==> src/rtl/trena.sv <==
// Ultrasonic HC-SR04 ranging controller with a 7-bit odd-parity UART character transmitter.
// The sensor and serial FSMs run independently; the transmitter can send a stored BCD digit.
module trena #(
  parameter int CLK_HZ         = 50_000_000,
  parameter int TRIGGER_CYCLES = CLK_HZ / 100_000,
  parameter int CYCLES_PER_CM  = 2941,
  parameter int ECHO_TIMEOUT   = CLK_HZ / 20,
  parameter int BAUD_DIV       = CLK_HZ / 115_200
) (
  input  logic        clock,
  input  logic        reset,
  input  logic        transmissao,
  input  logic        medicao,
  input  logic        echo,
  input  logic [11:0] mem_data,
  input  logic [2:0]  sel,
  output logic        trigger,
  output logic        saida_serial,
  output logic        serial_pronto,
  output logic        sensor_pronto
);

  localparam int TRW = $clog2(TRIGGER_CYCLES + 1);
  localparam int TOW = $clog2(ECHO_TIMEOUT + 1);
  localparam int CMW = $clog2(CYCLES_PER_CM + 1);
  localparam int BDW = $clog2(BAUD_DIV + 1);

  localparam logic [TRW-1:0] TRIG_LOAD = TRW'(TRIGGER_CYCLES - 1);
  localparam logic [TOW-1:0] TO_LAST   = TOW'(ECHO_TIMEOUT - 1);
  localparam logic [CMW-1:0] CM_LAST   = CMW'(CYCLES_PER_CM - 1);
  localparam logic [BDW-1:0] BAUD_LAST = BDW'(BAUD_DIV - 1);

  typedef enum logic [2:0] {
    S_IDLE, S_TRIGGER, S_WAIT_ECHO, S_MEASURE, S_DONE
  } sensorState_t;

  typedef enum logic [2:0] {
    T_IDLE, T_START, T_DATA, T_PARITY, T_STOP, T_DONE
  } txState_t;

  // Saturating 3-digit BCD increment; 999 is the sticky ceiling.
  function automatic logic [11:0] bcdInc(input logic [11:0] d);
    logic [11:0] r;
    r = d;
    if (d != 12'h999) begin
      if (d[3:0] != 4'd9) begin
        r[3:0] = d[3:0] + 4'd1;
      end else begin
        r[3:0] = 4'd0;
        if (d[7:4] != 4'd9) begin
          r[7:4] = d[7:4] + 4'd1;
        end else begin
          r[7:4]  = 4'd0;
          r[11:8] = d[11:8] + 4'd1;
        end
      end
    end
    return r;
  endfunction

  function automatic logic [6:0] hexAscii(input logic [3:0] n);
    logic [6:0] r;
    if (n < 4'd10) r = 7'h30 + {3'b000, n};
    else           r = 7'h37 + {3'b000, n};
    return r;
  endfunction

  logic [1:0] r_medSync, r_txSync, r_echoSync;
  logic       r_medPrev, r_txPrev;
  logic       w_medEdge, w_txEdge, w_echo;

  always_ff @(posedge clock or negedge reset) begin
    if (!reset) begin
      r_medSync  <= 2'b00;
      r_txSync   <= 2'b00;
      r_echoSync <= 2'b00;
      r_medPrev  <= 1'b0;
      r_txPrev   <= 1'b0;
    end else begin
      r_medSync  <= {r_medSync[0], medicao};
      r_txSync   <= {r_txSync[0], transmissao};
      r_echoSync <= {r_echoSync[0], echo};
      r_medPrev  <= r_medSync[1];
      r_txPrev   <= r_txSync[1];
    end
  end

  assign w_medEdge = r_medSync[1] & ~r_medPrev;
  assign w_txEdge  = r_txSync[1] & ~r_txPrev;
  assign w_echo    = r_echoSync[1];

  sensorState_t   r_sState, w_sNext;
  logic [TRW-1:0] r_trigCnt;
  logic [TOW-1:0] r_toCnt;
  logic [CMW-1:0] r_cmCnt;
  logic [11:0]    r_dist, r_stored;
  logic           r_sensorPronto;
  logic           w_timeout;

  assign w_timeout = (r_toCnt == TO_LAST);

  always_ff @(posedge clock or negedge reset) begin
    if (!reset) r_sState <= S_IDLE;
    else        r_sState <= w_sNext;
  end

  always_comb begin
    w_sNext = r_sState;
    case (r_sState)
      S_IDLE, S_DONE: if (w_medEdge) w_sNext = S_TRIGGER;
      S_TRIGGER:      if (r_trigCnt == '0) w_sNext = S_WAIT_ECHO;
      S_WAIT_ECHO: begin
        if (w_echo)         w_sNext = S_MEASURE;
        else if (w_timeout) w_sNext = S_DONE;
      end
      S_MEASURE:      if (!w_echo || w_timeout) w_sNext = S_DONE;
      default:        w_sNext = S_IDLE;
    endcase
  end

  // An echo fall takes priority over a same-cycle timeout so a valid width is never lost.
  always_ff @(posedge clock or negedge reset) begin
    if (!reset) begin
      r_trigCnt      <= '0;
      r_toCnt        <= '0;
      r_cmCnt        <= '0;
      r_dist         <= 12'h000;
      r_stored       <= 12'h000;
      r_sensorPronto <= 1'b0;
    end else begin
      case (r_sState)
        S_IDLE, S_DONE: begin
          if (w_medEdge) begin
            r_sensorPronto <= 1'b0;
            r_trigCnt      <= TRIG_LOAD;
          end
        end
        S_TRIGGER: begin
          if (r_trigCnt == '0) r_toCnt <= '0;
          else                 r_trigCnt <= r_trigCnt - 1'b1;
        end
        S_WAIT_ECHO: begin
          if (w_echo) begin
            r_toCnt <= '0;
            r_cmCnt <= '0;
            r_dist  <= 12'h000;
          end else if (w_timeout) begin
            r_stored       <= 12'h999;
            r_sensorPronto <= 1'b1;
          end else begin
            r_toCnt <= r_toCnt + 1'b1;
          end
        end
        S_MEASURE: begin
          if (!w_echo) begin
            r_stored       <= r_dist;
            r_sensorPronto <= 1'b1;
          end else if (w_timeout) begin
            r_stored       <= 12'h999;
            r_sensorPronto <= 1'b1;
          end else begin
            r_toCnt <= r_toCnt + 1'b1;
            if (r_cmCnt == CM_LAST) begin
              r_cmCnt <= '0;
              r_dist  <= bcdInc(r_dist);
            end else begin
              r_cmCnt <= r_cmCnt + 1'b1;
            end
          end
        end
        default: ;
      endcase
    end
  end

  assign trigger       = (r_sState == S_TRIGGER);
  assign sensor_pronto = r_sensorPronto;

  logic [6:0] w_char;

  always_comb begin
    w_char = 7'h23;
    case (sel)
      3'd0: w_char = hexAscii(mem_data[3:0]);
      3'd1: w_char = hexAscii(mem_data[7:4]);
      3'd2: w_char = hexAscii(mem_data[11:8]);
      3'd3: w_char = 7'h30 + {3'b000, r_stored[11:8]};
      3'd4: w_char = 7'h30 + {3'b000, r_stored[7:4]};
      3'd5: w_char = 7'h30 + {3'b000, r_stored[3:0]};
      3'd6: w_char = 7'h2C;
      default: w_char = 7'h23;
    endcase
  end

  txState_t       r_tState, w_tNext;
  logic [BDW-1:0] r_baudCnt;
  logic [2:0]     r_bitIdx;
  logic [6:0]     r_shift;
  logic           r_parity;
  logic           r_serialPronto;
  logic           w_baudTick;
  logic           w_txBit;

  assign w_baudTick = (r_baudCnt == BAUD_LAST);

  always_ff @(posedge clock or negedge reset) begin
    if (!reset) r_tState <= T_IDLE;
    else        r_tState <= w_tNext;
  end

  always_comb begin
    w_tNext = r_tState;
    w_txBit = 1'b1;
    case (r_tState)
      T_IDLE, T_DONE: if (w_txEdge) w_tNext = T_START;
      T_START: begin
        w_txBit = 1'b0;
        if (w_baudTick) w_tNext = T_DATA;
      end
      T_DATA: begin
        w_txBit = r_shift[0];
        if (w_baudTick && r_bitIdx == 3'd6) w_tNext = T_PARITY;
      end
      T_PARITY: begin
        w_txBit = r_parity;
        if (w_baudTick) w_tNext = T_STOP;
      end
      T_STOP:  if (w_baudTick) w_tNext = T_DONE;
      default: w_tNext = T_IDLE;
    endcase
  end

  // The character and its odd parity are captured at the start edge so the frame is immune to sel/mem_data changes.
  always_ff @(posedge clock or negedge reset) begin
    if (!reset) begin
      r_baudCnt      <= '0;
      r_bitIdx       <= 3'd0;
      r_shift        <= 7'h00;
      r_parity       <= 1'b0;
      r_serialPronto <= 1'b0;
    end else begin
      case (r_tState)
        T_IDLE, T_DONE: begin
          if (w_txEdge) begin
            r_serialPronto <= 1'b0;
            r_shift        <= w_char;
            r_parity       <= ~^w_char;
            r_baudCnt      <= '0;
            r_bitIdx       <= 3'd0;
          end
        end
        default: begin
          if (w_baudTick) begin
            r_baudCnt <= '0;
            if (r_tState == T_DATA) begin
              r_shift  <= {1'b0, r_shift[6:1]};
              r_bitIdx <= r_bitIdx + 3'd1;
            end
            if (r_tState == T_STOP) r_serialPronto <= 1'b1;
          end else begin
            r_baudCnt <= r_baudCnt + 1'b1;
          end
        end
      endcase
    end
  end

  assign saida_serial  = w_txBit;
  assign serial_pronto = r_serialPronto;

endmodule

==> config.mk <==
export PLATFORM = sky130hd
export DESIGN_NAME = trena
export DESIGN_NICKNAME = d
export VERILOG_FILES = /design/src/rtl/trena.sv
export SDC_FILE = /design/constraint.sdc
export NUM_CORES = 1
export LEC_CHECK = 0
export ABC_AREA = 1
export ABC_CLOCK_PERIOD_IN_PS = 2750
export CAP_MARGIN = 20
export CORE_UTILIZATION = 45
export CTS_BUF_LIST = sky130_fd_sc_hd__clkbuf_2 sky130_fd_sc_hd__clkbuf_4 sky130_fd_sc_hd__clkbuf_8
export CTS_CLUSTER_DIAMETER = 120
export CTS_CLUSTER_SIZE = 14
export DETAILED_ROUTE_END_ITERATION = 12
export GPL_TIMING_DRIVEN = 0
export PLACE_DENSITY = 0.58
export SYNTH_ARGS = -nofsm -noshare
export SYNTH_HDL_FRONTEND = slang
export SYNTH_SLANG_ARGS = --single-unit
==> constraint.sdc <==
create_clock -name clock -period 2.75 [get_ports clock]
set_input_delay 0.55 -clock clock [delete_from_list [all_inputs] [get_ports clock]]
set_output_delay 0.55 -clock clock [all_outputs]
set_load 0.005 [all_outputs]
==> Word-level counts from Yosys, hierarchy flattened <==
Cells that the tools add are included.
{ "word_totals": {"register_bits": 103, "out_inout_bits": 4, "inputBits": 20, "elab_cells": 177} }
{ "op_classes": {"eq_ne": 40, "add_sub_neg": 17, "order_cmp": 3, "n_mux": 63, "n_bitwise": 4, "reduce_logical": 30} }
{ "op_table": {"columns": ["op", "n"], "rows": [
  ["two-way mux 12 bit", 11],
  ["two-way mux 22 bit", 4],
  ["one-hot mux 12 bit (2 select lines)", 3],
  ["one-hot mux 22 bit (3 select lines)", 1],
  ["adder 6 x 4 -> 7 bit, first input constant", 9],
  ["two-way mux 7 bit", 7],
  ["one-hot mux 7 bit (7 select lines)", 1],
  ["two-way mux 9 bit", 5],
  ["two-way mux 3 bit", 14],
  ["inequality test 2 bit, second input constant", 16],
  ["adder 22 x 1 -> 22 bit, second input constant", 1],
  ["equality test 22 bit, second input constant", 1],
  ["equality test 3 bit, second input constant", 7],
  ["equality test 3 x 2 -> 1 bit, second input constant", 6],
  ["one-hot mux 9 bit (2 select lines)", 1],
  ["one-hot mux 3 bit (5 select lines)", 1],
  ["AND reduction 3 bit", 5],
  ["adder 12 x 1 -> 12 bit, second input constant", 1],
  ["adder 4 x 1 -> 4 bit, second input constant", 3],
  ["equality test 12 bit, second input constant", 1],
  ["less-than comparator 4 bit, second input constant", 3],
  ["two-way mux 4 bit", 3],
  ["inequality test 12 bit, second input constant", 1],
  ["one-hot mux 3 bit (4 select lines)", 1],
  ["other kinds (28)", 51]
]} }

==> Logic depth before layout (Yosys ltp) <==
Gate-level depths: netlist of run 1.
{ "depth": {"ltp_word": 8, "depth_mapped": 15, "depth_no_buf": 15} }

==> Worst setup path before layout of run 1 <==
Ideal clock, no wire load.
{ "synth_timing": {"path_type": "flip-flop to flip-flop", "startpoint": "register r_trigCnt[0]", "endpoint": "register r_toCnt[2]", "path_slack_ns": 0.830, "setup_time_ns": 0.121, "path_buffers": 1, "synth_period_minus_slack_ns": 1.920, "path_stages_with_launch": 13, "required_time_ns": 2.629, "arrival_time_ns": 1.799, "cell_sequence": "dfrtp_1 -> inv_1 -> ha_1 -> nand3_1 -> nor3_1 -> nor2_1 -> inv_1 -> nand4_1 -> inv_1 -> buf_2 -> nand2_1 -> o21ai_0 -> nor2_1"} }
{ "synth_between": {"elab_chain_cells": 3} }
{ "synth_lines": {"columns": ["item", "line_no", "source"], "rows": [
  ["start, declared", "93", "logic [TRW-1:0] r_trigCnt;"],
  ["start signal, assigned", "140", "else r_trigCnt <= r_trigCnt - 1'b1;"],
  ["logical NOT 9 bit", "139", "if (r_trigCnt == '0) r_toCnt <= '0;"],
  ["inequality test 2 x 1 -> 1 bit (no line)", null, null],
  ["AND reduction 3 bit (no line)", null, null],
  ["end signal, assigned", "151", "r_toCnt <= r_toCnt + 1'b1;"],
  ["end signal, assigned", "162", "r_toCnt <= r_toCnt + 1'b1;"],
  ["end, declared", "94", "logic [TOW-1:0] r_toCnt;"]
]} }
Every way passes these cells.
A chain may end at the register's enable or synchronous reset.

==> Worst setup path after layout of run 1 <==
{ "layout_timing": {"startpoint": "register r_tState[2]", "endpoint": "output saida_serial"} }
{ "layout_between": {"elab_chain_cells": 2, "elab_cells_between_ends": 4, "classes_between": "3 x eq/ne; 1 x mux"} }
{ "layout_lines": {"columns": ["item", "line_no", "source"], "rows": [
  ["start, declared", "195", "txState_t r_tState, w_tNext;"],
  ["start signal, assigned", "208", "else r_tState <= w_tNext;"],
  ["equality test 3 x 2 -> 1 bit or equality test 3 x 1 -> 1 bit (tied branches)", "214", "case (r_tState)"],
  ["one-hot mux 1 bit (3 select lines) *", "214", null],
  ["end, declared", "18", "output logic saida_serial,"]
]} }
Every way passes the cells marked *; elsewhere a longest branch is shown, timed or not.

==> results of run 1 <==
-- sequential cells by signal, indices dropped and copies added (netlist names), 2 cells and up --
register and cells:
r_bitIdx 3, r_stored 12, r_shift 7, r_baudCnt 9
r_medSync 2, r_toCnt 22, r_tState 3, r_dist 12
r_trigCnt 9, r_echoSync 2, r_txSync 2, r_sState 3
r_cmCnt 12
-- per-stage QoR --
stage	area [um^2]	total power, mW
finish	6930	5.38
global route	6930	5.91
CTS	6920	5.45
detailed placement	6730	4.49
global placement	6710	4.42
floorplan	6270	3.77
-- worst paths after layout --
kind / start / to / slack [ns] / cells after the start
worst max-delay path: r_tState[2]$_DFFE_PN0P_ / saida_serial / 0.22 / 4
worst min-delay path: reset / r_baudCnt[3]$_DFFE_PN0P_ / 0.12 / 1
worst max register to register: r_trigCnt[0]$_DFFE_PN0P_ / r_toCnt[2]$_DFFE_PN0P_ / 0.37 / 12
worst min register to register: r_echoSync[0]$_DFF_PN0_ / r_echoSync[1]$_DFF_PN0_ / 0.36 / 0
max in group asynchronous: reset / r_dist[0]$_DFFE_PN0P_ / 1.95 / 2
min in group clock: r_echoSync[0]$_DFF_PN0_ / r_echoSync[1]$_DFF_PN0_ / 0.36 / 0
-- cell families after synthesis --
logic type | after synthesis
simple gates | 444
fa+ha+maj | 17
mux | 1
flops | 103
buf+inv | 151
xor+xnor | 19
compound gates | 137
-- area by class of cell --
cell class	count	area share, %
plain buffers	16	1.03
clock buffers	10	1.90
clock inverters	5	0.723
inverters	135	7.35
multi-input cells	618	45.1
flip-flops and latches	103	37.2
well taps	176	3.18
repair buffers	23	3.54
-- routing by layer --
metal / routed length, um / part of all wire, % / global-route usage, % / vias up
met5: 0 / 0 / 0 / -
met4: 226 / 1.5 / 6.33 / 0
met3: 534 / 3.7 / 4.52 / 17
met2: 7100 / 49 / 37.0 / 98
met1: 6740 / 46 / 28.6 / 2677
li1: - / - / - / 2926
-- power breakdown --
part / total [mW] / leakage (nW) / internal (mW) / switching [mW]
clock: 0.924 / 0.0991 / 0.420 / 0.504
sequential: 2.13 / 1.34 / 1.85 / 0.287
combinational: 2.32 / 1.84 / 0.754 / 1.57
total: 5.38 / 3.28 / 3.02 / 2.36
-- layout by cell type, fill, tap and decap left out, drive strengths merged, types with 2 or more instances in the layout --
| master | instances |
|---|---|
| clkbuf | 22 |
| nand4 | 26 |
| nand3 | 74 |
| buf | 6 |
| o21a | 2 |
| xor2 | 17 |
| a21oi | 40 |
| dfrtp | 103 |
| o31ai | 2 |
| o2111ai | 8 |
| clkinv | 4 |
| and3 | 3 |
| nand2 | 197 |
| ha | 17 |
| o21ai | 64 |
| a22oi | 2 |
| or2 | 6 |
| xnor2 | 2 |
| nor2 | 98 |
| o22ai | 15 |
| nor3 | 29 |
| nor4 | 9 |
| inv | 135 |
| clkdlybuf4s50 | 21 |
| o211ai | 2 |
-- worst reg2reg max path, stage by stage (launching register included) --
cell and delay (ns):
sky130_fd_sc_hd__dfrtp_1 0.37, sky130_fd_sc_hd__inv_1 0.10, sky130_fd_sc_hd__ha_1 0.20, sky130_fd_sc_hd__nand3_1 0.08, sky130_fd_sc_hd__nor3_1 0.29, sky130_fd_sc_hd__nor2_1 0.12, sky130_fd_sc_hd__inv_1 0.10, sky130_fd_sc_hd__nand4_1 0.24
sky130_fd_sc_hd__inv_1 0.13, sky130_fd_sc_hd__buf_2 0.25, sky130_fd_sc_hd__nand2_1 0.16, sky130_fd_sc_hd__o21ai_0 0.17, sky130_fd_sc_hd__nor2_1 0.06
-- timing repair --
| action | in CTS | in global routing |
|---|---|---|
| hold endpoints to repair | 0 | 0 |
| gates resized for setup | 0 | 2 |
| setup endpoints to repair | 0 | 7 |
==> results.yml, run 1 <==
clock_tree:
  clkSlewWorstSetupHoldPaths_ns: 0.09
  worstSkewPairLatency_ns: 0.39
  clock_path_buffers: 2
  ctsRootBufferMaster: "sky130_fd_sc_hd__clkbuf_8"
  tritoncts.num_buffers: 9
  clock_tree_from_tritoncts: "done"
  cts.htree.levels: 3
  cts.sink_count: 103
  cts.repair_timing.setup_buffer_count: 0
  postCtsHoldBufs: 0
drt:
  route.detailed.wl_per_inst_um: 13.4
  dr.first_iter.drc_count: 320
  detail_route.first_pass.iterations: 5
  drt.antenna.violating_nets: 0
  dr_total_vias: 5718
  drt_drc_violations_left: 0
  totalWireLength_um: 14600
  route.detailed.vias_per_inst: 5.27
logic_synthesis:
  synth.most_common_cell: "sky130_fd_sc_hd__nand2_1"
  dominantRegCellSynth: "sky130_fd_sc_hd__dfrtp_1"
  synth.largest_area_cell: "sky130_fd_sc_hd__dfrtp_1"
  dominant_combinational_cell_family_by_area_after_synthesis: "simple AND/OR/NAND/NOR gates"
  synth_mux_area_share_pct: 0.180
  synth-warning-count: 0
  yosys_register_bits: 103
  post_synth_instance_area_um2: 6270
  yosys.cell_types.count: 37
  synth-compound-area-share_pct: 12.6
  cell_types_occupying_the_most_area_after_synthesis: "sky130_fd_sc_hd__dfrtp_1 (41%), sky130_fd_sc_hd__nand2_1 (12%), sky130_fd_sc_hd__inv_1 (7.9%), sky130_fd_sc_hd__nand3_1 (5.9%), sky130_fd_sc_hd__nor2_1 (5.7%)"
  synth-seq-area-share_pct: 41.1
  adder_cell_share_of_the_synthesized_area_pct: 3.39
  syn_inst: 872
  synth-edff-count: 0
  post_synth_xor_area_fraction_pct: 2.65
  synth_top_cells_by_count: "sky130_fd_sc_hd__nand2_1 (194), sky130_fd_sc_hd__inv_1 (132), sky130_fd_sc_hd__dfrtp_1 (103)"
  synth_async_sr_flop_share_pct: 100
  avg_inst_size_synth_um2: 7.19
  synthesis.nets: 909
  synthSimpleGateAreaFrac_pct: 30.8
  fraction_of_post_synthesis_cell_area_in_the_top_cell_type_by_area_pct: 41.1
final_layout:
  antenna_cells: 0
  register_area_um2: 2580
  finish.net_count: 943
  syn2layout_area_growth_pct: 10.5
  final_cell_count_no_fill: 1086
  post_route_cells_drive_above_1_share_pct: 4.62
  utilization_pct: 51.7
  multiInputGateArea_um2: 3120
  final.fill_count: 1321
power_and_ir_drop:
  powerDensity_nw_per_um2: 777
  worst_ir_drop_vdd_mv: 0.348
  static-leakage-power_nw: 3.28
critical_path:
  worst_ep_required_time_ns: 2.20
  timing.critical_path.slowest_stage_cell: "sky130_fd_sc_hd__clkdlybuf4s50_1"
  startpoint_type_of_the_worst_setup_path: "flop"
  critical-path-max-stage-delay_ns: 0.52
  timing.setup.critical_path_class: "flop to output pin"
  worst_path_dominant_cell_family: "buffers and inverters"
  crit_chain: "nor3_1, inv_1, o22ai_1, clkdlybuf4s50_1"
  critical_path_arrival_ns: 1.98
  path_buf_inv: 2
  critical_path.endpoint_type: "output pin"
  critPathMaxFanout: 6
global_routing:
  global_route_wire_length_before_repair_um: 25700
  number_of_antenna_violations_at_the_first_check_in_global_routing: 0
  gr-usage-all-layers_pct: 22.0
  grt_max_degree: 69
  via_count_of_the_first_global_routing_pass: 5551
  grt_overflow_total: 0
placed_design:
  io_buffers: 22
  dpl.cell_count: 1071
  place_worst_setup_slack_ns: 0.185
  detailed_place_hpwl_um: 11100
  place.gp.congestion: 0.909
min_path:
  hold_class: "input pin to asynchronous set/reset pin"
flow_run:
  total_of_max_cap_violations: 0
sta:
  slew_violations: 0
  layout_setup_ws_ns: 0.220
  tightestPinTransition_ns: 0.705
  final_setup_tns_ns: 0
  achievable-frequency_mhz: 395
  clock-skew-final_ns: 0.00921
  timing.hold.ws_ns: 0.119
  setup_repair_after_global_routing_missed_its_margin: "false"
  setup_viol: 0
  timing.final.crit_share_pct: 92.0
  timing.slew.headroom_pct: 52.6
  period_minus_ws_final_ns: 2.53
  timing_hold_violations_final: 0
floorplanning:
  die_area_um2: 14400
  start_util_pct: 46.8
  core_region_area_um2: 13400
  fp.dieW_um: 120
  fp.dieH_um: 120
  core.rowCount: 42
  top_level_ports: 24
outcome:
  run_status: "completed"
(Power assumes the default switching activity.)
==> run 2: changes to the inputs <==
ABC_CLOCK_PERIOD_IN_PS = not set   (was 2750)
==> results of run 2 <==
The final DEF is identical to that of run 1; final timing and power are the same.
